## config.mk

```make
export PLATFORM = sky130hd
export DESIGN_NAME = as1802_memif
export DESIGN_NICKNAME = d
export VERILOG_FILES = /design/src/rtl/as1802_memif.sv
export SDC_FILE = /design/constraint.sdc
export NUM_CORES = 1
export LEC_CHECK = 0
export BUFFER_PORTS_ARGS = -buffer_cell sky130_fd_sc_hd__buf_4
export CAP_MARGIN = 10
export CORE_MARGIN = 2
export CORE_UTILIZATION = 46
export CTS_CLUSTER_SIZE = 12
export DETAILED_ROUTE_END_ITERATION = 10
export PLACE_DENSITY = 0.74
export SLEW_MARGIN = 20
export SYNTH_ARGS = -nofsm -noshare
export SYNTH_HDL_FRONTEND = slang
export SYNTH_SLANG_ARGS = --single-unit
export TNS_END_PERCENT = 10
```

## constraint.sdc

```tcl
create_clock -name clk -period 1.82 [get_ports clk]
set_clock_uncertainty 0.2 [all_clocks]
set_input_delay 0.182 -clock clk [delete_from_list [all_inputs] [get_ports clk]]
set_output_delay 0.182 -clock clk [all_outputs]
set_load 0.005 [all_outputs]
```

## src/rtl/as1802_memif.sv

```systemverilog
// AS1802 memory interface: demultiplexes the CPU address bus, sequences SRAM
// read/write strobes and provides a small I/O page with one output and one input port.
module as1802_memif #(
  parameter logic [7:0]  IO_PAGE   = 8'hFF,
  parameter int unsigned WE_CYCLES = 2
) (
  input  logic        clk,
  input  logic        rst,
  input  logic [7:0]  cpu_addr,
  input  logic [7:0]  cpu_dout,
  output logic [7:0]  cpu_din,
  input  logic        cpu_tpa,
  input  logic        cpu_mrd_n,
  input  logic        cpu_mwr_n,
  output logic [15:0] mem_addr,
  output logic [7:0]  mem_wdata,
  input  logic [7:0]  mem_rdata,
  output logic        mem_oe_n,
  output logic        mem_we_n,
  output logic [7:0]  port_out,
  input  logic [7:0]  port_in
);

  localparam int unsigned CNT_W = 4;

  typedef enum logic [1:0] {
    ST_IDLE  = 2'd0,
    ST_READ  = 2'd1,
    ST_WRITE = 2'd2
  } state_e;

  state_e             state_q, state_d;
  logic [7:0]         addr_hi_q;
  logic [15:0]        mem_addr_q, mem_addr_d;
  logic [7:0]         wdata_q, wdata_d;
  logic [7:0]         din_q, din_d;
  logic [7:0]         port_out_q, port_out_d;
  logic               oe_n_q, oe_n_d;
  logic               we_n_q, we_n_d;
  logic [CNT_W-1:0]   cnt_q, cnt_d;
  logic               wr_io_q, wr_io_d;
  logic               mwr_q;
  logic [7:0]         sync1_q, sync2_q;

  logic               io_c;
  logic [7:0]         addr_lo_c;
  logic               wr_fall_c;
  logic [7:0]         io_rdata_c;

  // Low byte is live on cpu_addr outside TPA; during TPA fall back to the held copy.
  assign addr_lo_c  = cpu_tpa ? mem_addr_q[7:0] : cpu_addr;
  assign io_c       = (addr_hi_q == IO_PAGE);
  assign wr_fall_c  = mwr_q & ~cpu_mwr_n;
  assign mem_addr_d = cpu_tpa ? mem_addr_q : {addr_hi_q, cpu_addr};

  always_comb begin
    case (addr_lo_c)
      8'h00:   io_rdata_c = port_out_q;
      8'h01:   io_rdata_c = sync2_q;
      default: io_rdata_c = 8'hFF;
    endcase
  end

  // State register
  always_ff @(posedge clk) begin
    if (rst) begin
      state_q <= ST_IDLE;
    end else begin
      state_q <= state_d;
    end
  end

  // Next-state logic; a write edge wins over a pending read
  always_comb begin
    state_d = state_q;
    case (state_q)
      ST_IDLE: begin
        if (wr_fall_c) begin
          state_d = ST_WRITE;
        end else if (!cpu_mrd_n && cpu_mwr_n) begin
          state_d = ST_READ;
        end
      end
      ST_READ: begin
        if (cpu_mrd_n) begin
          state_d = ST_IDLE;
        end
      end
      ST_WRITE: begin
        if (wr_io_q || (cnt_q == '0)) begin
          state_d = ST_IDLE;
        end
      end
      default: state_d = ST_IDLE;
    endcase
  end

  // Output next-values; strobes default to inactive so OE and WE can never overlap
  always_comb begin
    wdata_d    = wdata_q;
    din_d      = din_q;
    port_out_d = port_out_q;
    oe_n_d     = 1'b1;
    we_n_d     = 1'b1;
    cnt_d      = cnt_q;
    wr_io_d    = wr_io_q;
    case (state_q)
      ST_IDLE: begin
        if (wr_fall_c) begin
          wdata_d = cpu_dout;
          wr_io_d = io_c;
          if (io_c) begin
            if (addr_lo_c == 8'h00) begin
              port_out_d = cpu_dout;
            end
          end else begin
            we_n_d = 1'b0;
            cnt_d  = CNT_W'(WE_CYCLES - 1);
          end
        end else if (!cpu_mrd_n && cpu_mwr_n) begin
          oe_n_d = io_c;
        end
      end
      ST_READ: begin
        din_d = io_c ? io_rdata_c : mem_rdata;
        if (!cpu_mrd_n) begin
          oe_n_d = io_c;
        end
      end
      ST_WRITE: begin
        // Pulse length is fixed once started; cpu_mwr_n is not consulted here
        if (!wr_io_q && (cnt_q != '0)) begin
          we_n_d = 1'b0;
          cnt_d  = cnt_q - CNT_W'(1);
        end
      end
      default: ;
    endcase
  end

  // Datapath and output registers
  always_ff @(posedge clk) begin
    if (rst) begin
      addr_hi_q  <= 8'h00;
      mem_addr_q <= 16'h0000;
      wdata_q    <= 8'h00;
      din_q      <= 8'h00;
      port_out_q <= 8'h00;
      oe_n_q     <= 1'b1;
      we_n_q     <= 1'b1;
      cnt_q      <= '0;
      wr_io_q    <= 1'b0;
      mwr_q      <= 1'b1;
      sync1_q    <= 8'h00;
      sync2_q    <= 8'h00;
    end else begin
      if (cpu_tpa) begin
        addr_hi_q <= cpu_addr;
      end
      mem_addr_q <= mem_addr_d;
      wdata_q    <= wdata_d;
      din_q      <= din_d;
      port_out_q <= port_out_d;
      oe_n_q     <= oe_n_d;
      we_n_q     <= we_n_d;
      cnt_q      <= cnt_d;
      wr_io_q    <= wr_io_d;
      mwr_q      <= cpu_mwr_n;
      sync1_q    <= port_in;
      sync2_q    <= sync1_q;
    end
  end

  assign cpu_din   = din_q;
  assign mem_addr  = mem_addr_q;
  assign mem_wdata = wdata_q;
  assign mem_oe_n  = oe_n_q;
  assign mem_we_n  = we_n_q;
  assign port_out  = port_out_q;

endmodule

```

==> reports/results.ini, run 1 <==
[status]
status = finished clean

[floorplanning]
die_w_microns = 82.3
die_area_sq_um = 6770
fp.dieH_microns = 82.3
start_util = 0.476
placement_rows = 28
io_pins = 79
core-area_sq_um = 5920

[placement]
dp.final_hpwl_microns = 4930
numPortBuffers = 78
dp.cells = 446
place.gp.congestion = 0.867
dp_slack_ns = -0.0316

[logic_synthesis]
synthFlopType = dfxtp_1
synth_area_sq_um = 2820
ys_ff_latch = 74
synthesis.instances = 296
yosysMostFrequentCell = dfxtp_1
synth_warnings = 0
synth.area.top_cells = dfxtp_1, nand2_1, mux2i_1
syn_nets = 335
syn_area_per_cell_sq_um = 9.52
yosysTopAreaCellShare = 0.526
synth_edf_count = 0
seq_area_frac_synth = 0.526
async_flop_share = 0
synth_top_cells_by_count = dfxtp_1, nand2_1, a21oi_1, mux2i_1, nor2b_1
yosys.area.top_type = dfxtp_1
synthDistinctLibCells = 37

[worst_setup_path]
reg2reg_depth = 5
critical_path_required_ns = 1.90
crit_family = buffers and inverters
crit_fanout = 3
crit_arrival_ns = 1.85
cp.buffers_inverters = 2
path_depth = 6
crit_type = primary input to register
critical_path.max_stage_delay_ns = 0.57
end_kind = register
crit_path_cell_trace = buf_4 > dlygate4sd3_1 > or3b_1 > a21o_1 > a21oi_2 > o221a_2
cp_slowest_cell = dlygate4sd3_1
start_kind = primary input

[grt]
grt_pass1_wl_microns = 11200
antenna_found_initial = 0
grt-ovfl-total = 0
grt_pass1_vias = 2339
grtUsageTotal = 0.221
grt_max_degree = 24

[detailed_routing]
avgViaCountPerCell = 5.16
drt_iter0_drc = 212
drcViolationCount = 0
ant_nets = 0
dr.pass1.iters = 5
vias = 2561
wire_per_inst_microns = 14.6
drt-total-wl_microns = 7250

[timing]
min_period_over_period = 0.975
period_needed_ns = 1.77
finalHoldWorstSlack_ns = 0.0473
relSlewSlack = 0.574
finalMaxSlewViolations = 0
tightest_slew_ns = 0.636
finalSetupViolCount = 0
fin_ws_ns = 0.0461
timing.final.hold_violations = 0
rsz0062_at_grt = yes
max_clock_freq_ghz = 0.564

[clocking]
clockBufferDepth = 2
cts-root-buf = clkbuf_8
tritoncts = built
cts.clk_slew.worst_paths_ns = 0.07
cts_max_level = 3
cts_buffers = 9
clkLatencyLatePin_ns = 0.34
cts_num_sinks = 74

[power]
peakVddDrop_uv = 472
power.density_nw_per_um2 = 808
leakagePower_nw = 1.71

[final_layout]
seq_area_sq_um = 1480
drive_above_1_share = 0.287
area.growth.synth_to_final_pct = 45.5
final_cells = 496
diodes = 0
fill_cells = 453
multi_input_area_sq_um = 1300
nNetsFinal = 457

[hold_path]
worstHoldPathCells = 3
hold_class = primary input to register

[run]
drv_cap = 0

==> kinds of logic (layout without fill, tap and decap cells) <==
group                      after synthesis  after routing  share of synthesized area
AOI/OAI and AO/OA                       54             54                      0.126
buffers and inverters                   19            144                     0.0280
and+or+nand+nor                        129            129                      0.243
adders and majority gates                2              2                    0.00888
DFF                                     74             74                      0.526
muxes                                   17             17                     0.0648
xor gates and xnor gates                 1              1                    0.00311
==> report_power, final <==
group,internal (mW),switching (mW)
Sequential,1.69,0.0478
Clock,0.513,0.571
Combinational,0.260,0.229
==> through the flow <==
stage,setup TNS [ns],total power [mW],utilization,instance area (sq um)
floorplan,-0.249,1.99,-,2820
global placement,0,2.17,0.595,3520
detailed placement,-0.0316,2.18,0.595,3520
CTS,0,3.31,0.685,4050
global route,-0.0413,3.46,0.693,4100
finish,0,3.32,0.693,4100
==> worst paths after layout <==
path | to | startpoint | slack [ns]
min | mem_addr[4]$_SDFFE_PP0N_ | cpu_tpa | 0.05
max | cnt_q[0]$_SDFFE_PP0P_ | cpu_mwr_n | 0.05
max reg2reg | port_out[1]$_SDFFE_PP0P_ | mem_addr[2]$_SDFFE_PP0N_ | 0.06
min reg2reg | sync2_q[5]$_SDFF_PP0_ | sync1_q[5]$_SDFF_PP0_ | 0.24
==> flip-flops by register name, summed over array words and instances, names as in the netlist <==
register   flops
addr_hi_q      8
cnt_q          4
cpu_din        8
mem_addr      16
mem_oe_n       1
mem_wdata      8
mem_we_n       1
mwr_q          1
port_out       8
state_q        2
sync1_q        8
sync2_q        8
wr_io_q        1
==> layout make-up <==
class,instances,area share
Sequential cell,74,0.362
Timing Repair Buffer,126,0.256
Multi-Input combinational cell,203,0.318
Clock inverter,3,0.00427
Tap cell,75,0.0229
Inverter,4,0.00366
Clock buffer,11,0.0345
==> worst register-to-register path: stages (launching register included) <==
cell     delay (ns)
dfxtp_1        0.35
nor4b_4        0.36
o21ai_4        0.10
nor4_4         0.30
buf_4          0.19
mux2i_1        0.19
==> per-layer routing <==
metal	up-vias	part of all wire	GRT usage
li1	1276	-	-
met1	1179	0.43	0.273
met2	89	0.49	0.365
met3	17	0.052	0.0478
met4	0	0.025	0.108
met5	-	0	0
==> cells in the final DEF, fill, tap and decap left out, types with 2 or more instances in the layout <==
master	count
nor2_1	13
buf_4	88
mux2i_1	16
dlymetal6s4s_1	2
a22oi_1	8
o31ai_1	9
a21oi_2	3
nand2_1	53
clkinv_2	2
and4_1	2
nand4_1	2
buf_6	2
nand2b_1	11
dlygate4sd3_1	34
ha_1	2
clkbuf_8	10
dfxtp_1	73
or4_1	2
nor3_1	10
nor2b_1	16
nor4_1	6
nor4_2	4
nor4_4	2
a211oi_1	2
a21oi_1	25
inv_1	3
==> repair_timing <==
item | in CTS | in global routing
hold buffers | 36 | 0
hold endpoints to repair | 52 | 0
cloned | 0 | 0
pin swaps | 0 | 3
buffers inserted | 0 | 1
resized for setup | 3 | 11
setup endpoints to repair | 2 | 15
No activity file was read; power rests on OpenSTA's default activity.
==> run 2, diff against run 1 <==
ABC_AREA = 1   (was unset)
CORE_UTILIZATION = 47   (was 46)
==> reports/results.ini, run 2 <==
[worst_setup_path]
crit_end = port_out[4]$_SDFFE_PP0P_
crit_arrival_ns = 1.86  ; about the same
start_kind = primary input
crit_type = primary input to register
rr_endpoint = mem_wdata[1]$_SDFFE_PP0P_
reg2reg_depth = 7  ; +2
cp-startpoint = cpu_addr[0]
crit_fanout = 16  ; +13
critical_path_required_ns = 1.89  ; about the same
rr_startpoint = state_q[0]$_SDFFE_PP0P_
end_kind = register
rrSetupSlack_ns = 0.12  ; +0.06 ns

[power]
switchingPower_uw = 873  ; +2.9%
cell_internal_pwr_mw = 2.59  ; +5.1%
switching_share = 0.252  ; -0.00404
leakagePower_nw = 2.12  ; +24%
clkPwrFrac = 0.354  ; +0.027
pwr-share-comb = 0.143  ; -0.005
power.density_nw_per_um2 = 812  ; +0.51%
p_seq_frac = 0.503  ; -0.022
peakVddDrop_uv = 663  ; +41%

[logic_synthesis]
synthDistinctLibCells = 29  ; -22%
syn_area_per_cell_sq_um = 7.48  ; -21%
yosysMostFrequentCell = nand2_1
synthFlopType = dfxtp_1
ys_ff_latch = 74  ; unchanged
yosys.area.top_type = dfxtp_1
synth_edf_count = 0  ; unchanged
synth.area.top_cells = dfxtp_1, nand2_1, nor2_1
yosysTopAreaCellShare = 0.477  ; -0.0485
synth_warnings = 0  ; unchanged
async_flop_share = 0  ; unchanged
syn_nets = 454  ; +36%
synth_area_sq_um = 3110  ; +10%
synthesis.instances = 415  ; +40%
seq_area_frac_synth = 0.477  ; -0.0485
synth_top_cells_by_count = nand2_1, dfxtp_1, nor2_1, inv_1, a21oi_1

[clocking]
cts_buffers = 9  ; unchanged
tritoncts = built
clockBufferDepth = 2  ; unchanged
cts_num_sinks = 74  ; unchanged
clkLatencyLatePin_ns = 0.33  ; about the same
post-cts-setup-buffers = 0  ; unchanged
cts-root-buf = clkbuf_8
cts.clk_slew.worst_paths_ns = 0.07  ; about the same
cts_max_level = 3  ; unchanged

[status]
status = finished clean

[detailed_routing]
drt-total-wl_microns = 6900  ; -4.9%
drt_iter0_drc = 103  ; -51%
dr.pass1.iters = 4  ; -1
ant_nets = 0  ; unchanged
vias = 2807  ; +9.6%
wire_per_inst_microns = 11.3  ; -23%
drcViolationCount = 0  ; unchanged
avgViaCountPerCell = 4.59  ; -11%

[final_layout]
fill_cells = 521  ; +15%
largest_register_ffs = 16  ; unchanged
diodes = 0  ; unchanged
mostFrequentLayoutCell = nand2_1
nNetsFinal = 568  ; +24%
utilization = 0.668  ; -0.0246
final_cell_mix = nand2_1, buf_4, dfxtp_1
drive_above_1_share = 0.251  ; -0.0365
area.growth.synth_to_final_pct = 37.4

[timing]
finalMaxSlewViolations = 0  ; unchanged
rsz0062_at_grt = yes
max_clock_freq_ghz = 0.559  ; -0.87%
tightest_slew_ns = 0.481  ; -0.155 ns
finalSetupViolCount = 0  ; unchanged
setup-tns-final_ns = 0  ; unchanged
timing.final.hold_violations = 0  ; unchanged
period_needed_ns = 1.79  ; +0.0157 ns
min_period_over_period = 0.983  ; +0.00860
relSlewSlack = 0.671  ; +0.0966

[placement]
place.gp.congestion = 0.887  ; +2.3%
numPortBuffers = 78  ; unchanged
dp.final_hpwl_microns = 4840  ; -1.7%

[hold_path]
min_from = mem_rdata[0]
hold_class = primary input to register

[floorplanning]
placement_rows = 29  ; +3.6%
start_util = 0.486  ; +0.0102
io_pins = 79  ; unchanged
die_w_microns = 85.3  ; +3.7%
fp.dieH_microns = 85.3  ; +3.7%
die_area_sq_um = 7270  ; +7.4%
core-area_sq_um = 6390  ; +7.9%

[run]
drv_cap = 0  ; unchanged

[grt]
grtUsageTotal = 0.200  ; -0.0211
antenna_found_initial = 0  ; unchanged
grt_max_degree = 34  ; +42%
grt-ovfl-total = 0  ; unchanged
grt_pass1_wl_microns = 11700  ; +4.6%
grt_pass1_vias = 2684  ; +15%

-- run 2: worst min-delay path by stage --
| stage | endpoint | slack (ns) | cells past startpoint |
|---|---|---|---|
| 6_report | cpu_din[0]$_SDFFE_PP0P_ | 0.004 | 4 |
| 3_5_place_dp | state_q[0]$_SDFFE_PP0P_ | 0.18 | 2 |
| 4_1_cts | cpu_din[0]$_SDFFE_PP0P_ | 0.0001 | 4 |
| 3_3_place_gp | sync1_q[6]$_SDFF_PP0_ | 0.18 | 3 |
| 2_1_floorplan | mwr_q$_SDFF_PP1_ | 0.09 | 2 |
| 5_1_grt | cpu_din[5]$_SDFFE_PP0P_ | 0.01 | 4 |
-- run 2: repair_timing --
| action | in CTS | in global routing |
|---|---|---|
| setup endpoints to repair | 0 | 18 |
| endpoints found under the hold margin | 48 | 0 |
| gates resized for setup | 0 | 3 |
| hold buffers | 32 | 0 |
-- run 2: area by class of cell --
| type | count | area, sq um | share of cell area |
|---|---|---|---|
| clock buffers | 10 | 128 | 0.0299 |
| well taps | 77 | 96.3 | 0.0226 |
| clock inverters | 6 | 66.3 | 0.0155 |
| repair buffers | 118 | 973 | 0.228 |
| flip-flops and latches | 74 | 1480 | 0.347 |
| inverters | 63 | 241 | 0.0566 |
| multi-input cells | 263 | 1280 | 0.300 |
-- run 2: metal layers --
layer,wire length (microns),global-route usage,vias up,part of all wire
met5,0,0,-,0
met4,147,0.0866,0,0.021
met3,232,0.0389,15,0.034
met2,3530,0.352,55,0.51
met1,2990,0.236,1249,0.43
li1,-,-,1488,-
-- run 2: kinds of logic (layout without fill, tap and decap cells) --
kind of cell,Yosys count,after routing,share of synthesized area
compound gates,49,49,0.0907
fa+ha+maj,2,2,0.00806
flops,74,74,0.477
buf+inv,78,197,0.111
simple gates,210,210,0.308
xor+xnor,2,2,0.00564
-- run 2: worst max-delay path, stage by stage --
cell and delay [ns]:
dlygate4sd3_1 0.54, buf_4 0.15, inv_1 0.09, nand2_4 0.06, nand2_4 0.06, nand2_4 0.06
nor2_8 0.15, nand4_4 0.26, nand2_1 0.14, nand2_1 0.06, nor2_1 0.10
-- run 2: stage by stage --
stage                     total power, mW  setup slack (ns)  instance area, sq um  instances  hold slack [ns]
after floorplan                      2.03             0.241                  3110        415           0.0882
after global routing                 3.64           -0.0621                  4270        611           0.0112
after detailed placement             2.22            0.0541                  3740        563            0.183
final                                3.47            0.0305                  4270        611          0.00354
after global placement               2.21             0.110                  3740        563            0.182
after CTS                            3.50            0.0288                  4260        611         0.000124
-- run 2: power by group through the flow --
stage | Clock, mW | Combinational (mW) | Sequential [mW]
after CTS | 1.26 | 0.494 | 1.74
final | 1.23 | 0.495 | 1.74
after floorplan | 0 | 0.255 | 1.78
after global placement | 0 | 0.431 | 1.78
after detailed placement | 0 | 0.438 | 1.78
after global routing | 1.34 | 0.547 | 1.75
==> run 3, diff against run 2 <==
ABC_AREA = unset   (was 1)
CORE_UTILIZATION = 46   (was 47)
MAX_ROUTING_LAYER = met4   (was unset)
SKIP_CTS_REPAIR_TIMING = 1   (was unset)
==> reports/results.ini, run 3 (synthesis gave the netlist of run 1 again) <==
[worst_setup_path]
crit_arrival_ns = 1.79  ; -0.07 ns
start_kind = primary input
cp_slowest_cell = dlygate4sd3_1
crit_family = buffers and inverters
crit_path_cell_trace = dlygate4sd3_1 > buf_4 > nor3_1 > a22oi_2 > buf_4 > nor4_1 > o31ai_1
crit_type = primary input to register
crit_top_cell = buf_4
critical_path_required_ns = 1.84  ; -0.05 ns
cp.buffers_inverters = 3  ; unchanged
crit_fanout = 16  ; unchanged
end_kind = register
critical_path.max_stage_delay_ns = 0.54  ; about the same

[final_layout]
fin_area_sq_um = 4060  ; -4.8%
area.growth.synth_to_final_pct = 44.1
largest_register_ffs = 16  ; unchanged
final_cell_mix = buf_4, dfxtp_1, nand2_1
final_cells = 495  ; -19%
diodes = 0  ; unchanged
nNetsFinal = 456  ; -20%
drive_above_1_share = 0.279  ; +0.0276
mostFrequentLayoutCell = buf_4
fill_cells = 463  ; -11%

[timing]
fin_ws_ns = 0.0476  ; +0.0171 ns
finalSetupViolCount = 0  ; unchanged
period_needed_ns = 1.77  ; -0.0171 ns
relSlewSlack = 0.534  ; -0.137
setup-tns-final_ns = 0  ; unchanged
rsz0062_at_grt = yes
finalMaxSlewViolations = 0  ; unchanged
tightest_slew_ns = 0.699  ; +0.218 ns
timing.final.hold_violations = 0  ; unchanged
min_period_over_period = 0.974  ; -0.00940
max_clock_freq_ghz = 0.564  ; +0.97%

[grt]
grt_max_degree = 24  ; -29%
met3_usage = 0.0391  ; +0.000220
busiest_layer = met2
grtUsageTotal = 0.208  ; +0.00812
grt_pass1_vias = 2190  ; -18%
grt_use_met2 = 0.311  ; -0.0410
use_met1 = 0.268  ; +0.0322
antenna_found_initial = 0  ; unchanged
grt-ovfl-total = 0  ; unchanged
grt_pass1_wl_microns = 10300  ; -12%

[clocking]
cts.clk_slew.worst_paths_ns = 0.07  ; about the same
cts_buffers = 9  ; unchanged
tritoncts = built
clockBufferDepth = 2  ; unchanged
cts-root-buf = clkbuf_8
cts_num_sinks = 74  ; unchanged
cts_max_level = 3  ; unchanged
clkLatencyLatePin_ns = 0.33  ; about the same

[detailed_routing]
vias = 2569  ; -8.5%
drt_iter0_drc = 194  ; +88%
dr.pass1.iters = 4  ; unchanged
ant_nets = 0  ; unchanged
drt-total-wl_microns = 7250  ; +5.1%
wire_per_inst_microns = 14.6  ; +30%
avgViaCountPerCell = 5.19  ; +13%
drcViolationCount = 0  ; unchanged

[floorplanning]
fp.dieH_microns = 82.3  ; -3.5%
io_pins = 79  ; unchanged
die_area_sq_um = 6770  ; -6.9%
core-area_sq_um = 5920  ; -7.3%
start_util = 0.476  ; -0.0102
die_w_microns = 82.3  ; -3.5%
placement_rows = 28  ; -3.4%

[power]
power_mw = 3.30  ; -4.9%
leakagePower_nw = 1.68  ; -21%
peakVddDrop_uv = 478  ; -28%
power.density_nw_per_um2 = 812  ; about the same

[placement]
dp.final_hpwl_microns = 4930  ; +1.8%
dp_slack_ns = -0.0316  ; -0.0856 ns
place.gp.congestion = 0.881  ; -0.68%
placed_area_sq_um = 3520  ; -5.9%
dp.cells = 446  ; -21%
numPortBuffers = 78  ; unchanged

[hold_path]
hold_class = primary input to register

[run]
drv_cap = 0  ; unchanged

[status]
status = finished clean

run 3: metrics by stage:
stage / util / hold WS [ns]
after floorplan: - / 0.0734
final: 0.686 / 0.000803
after CTS: 0.622 / -0.187
after detailed placement: 0.595 / 0.177
after global routing: 0.686 / 0.0122
after global placement: 0.595 / 0.168
run 3: cell type report:
class                   instances  area [sq um]  area share
multi-input cells             203          1280       0.316
inverters                       4          15.0     0.00370
repair buffers                125          1030       0.253
well taps                      75          93.8      0.0231
flip-flops and latches         74          1480       0.365
clock inverters                 3          17.5     0.00431
clock buffers                  11           141      0.0348
run 3: path summary, 6_finish.rpt:
check                              from                       to  slack [ns]  depth (start not counted)
setup reg to reg  cnt_q[1]$_SDFFE_PP0P_    cnt_q[1]$_SDFFE_PP0P_        0.06                          6
setup / recovery            cpu_addr[6]  cpu_din[7]$_SDFFE_PP0P_        0.05                          7
hold reg to reg   sync1_q[4]$_SDFF_PP0_    sync2_q[4]$_SDFF_PP0_        0.24                          1
hold / removal                cpu_mwr_n  state_q[1]$_SDFFE_PP0P_      0.0008                          3
run 3: power by group:
group	leakage [nW]	total [mW]	switching [mW]	internal (mW)
Clock	0.0810	1.08	0.565	0.513
Combinational	0.995	0.477	0.223	0.254
Sequential	0.607	1.74	0.0475	1.69
run 3: worst register-to-register path: stages, from the launching register on:
cell     delay, ns
dfxtp_1       0.33
inv_1         0.08
ha_1          0.18
nor3b_1       0.14
or2_4         0.25
or4_1         0.40
o31ai_1       0.08
run 3: layer usage:
metal  routed length [microns]  vias up  part of all wire
met1                      3160     1197              0.44
li1                          -     1274                 -
met3                       352       15             0.049
met4                       147        0             0.020
met2                      3590       83              0.50
met5                         0        -                 0
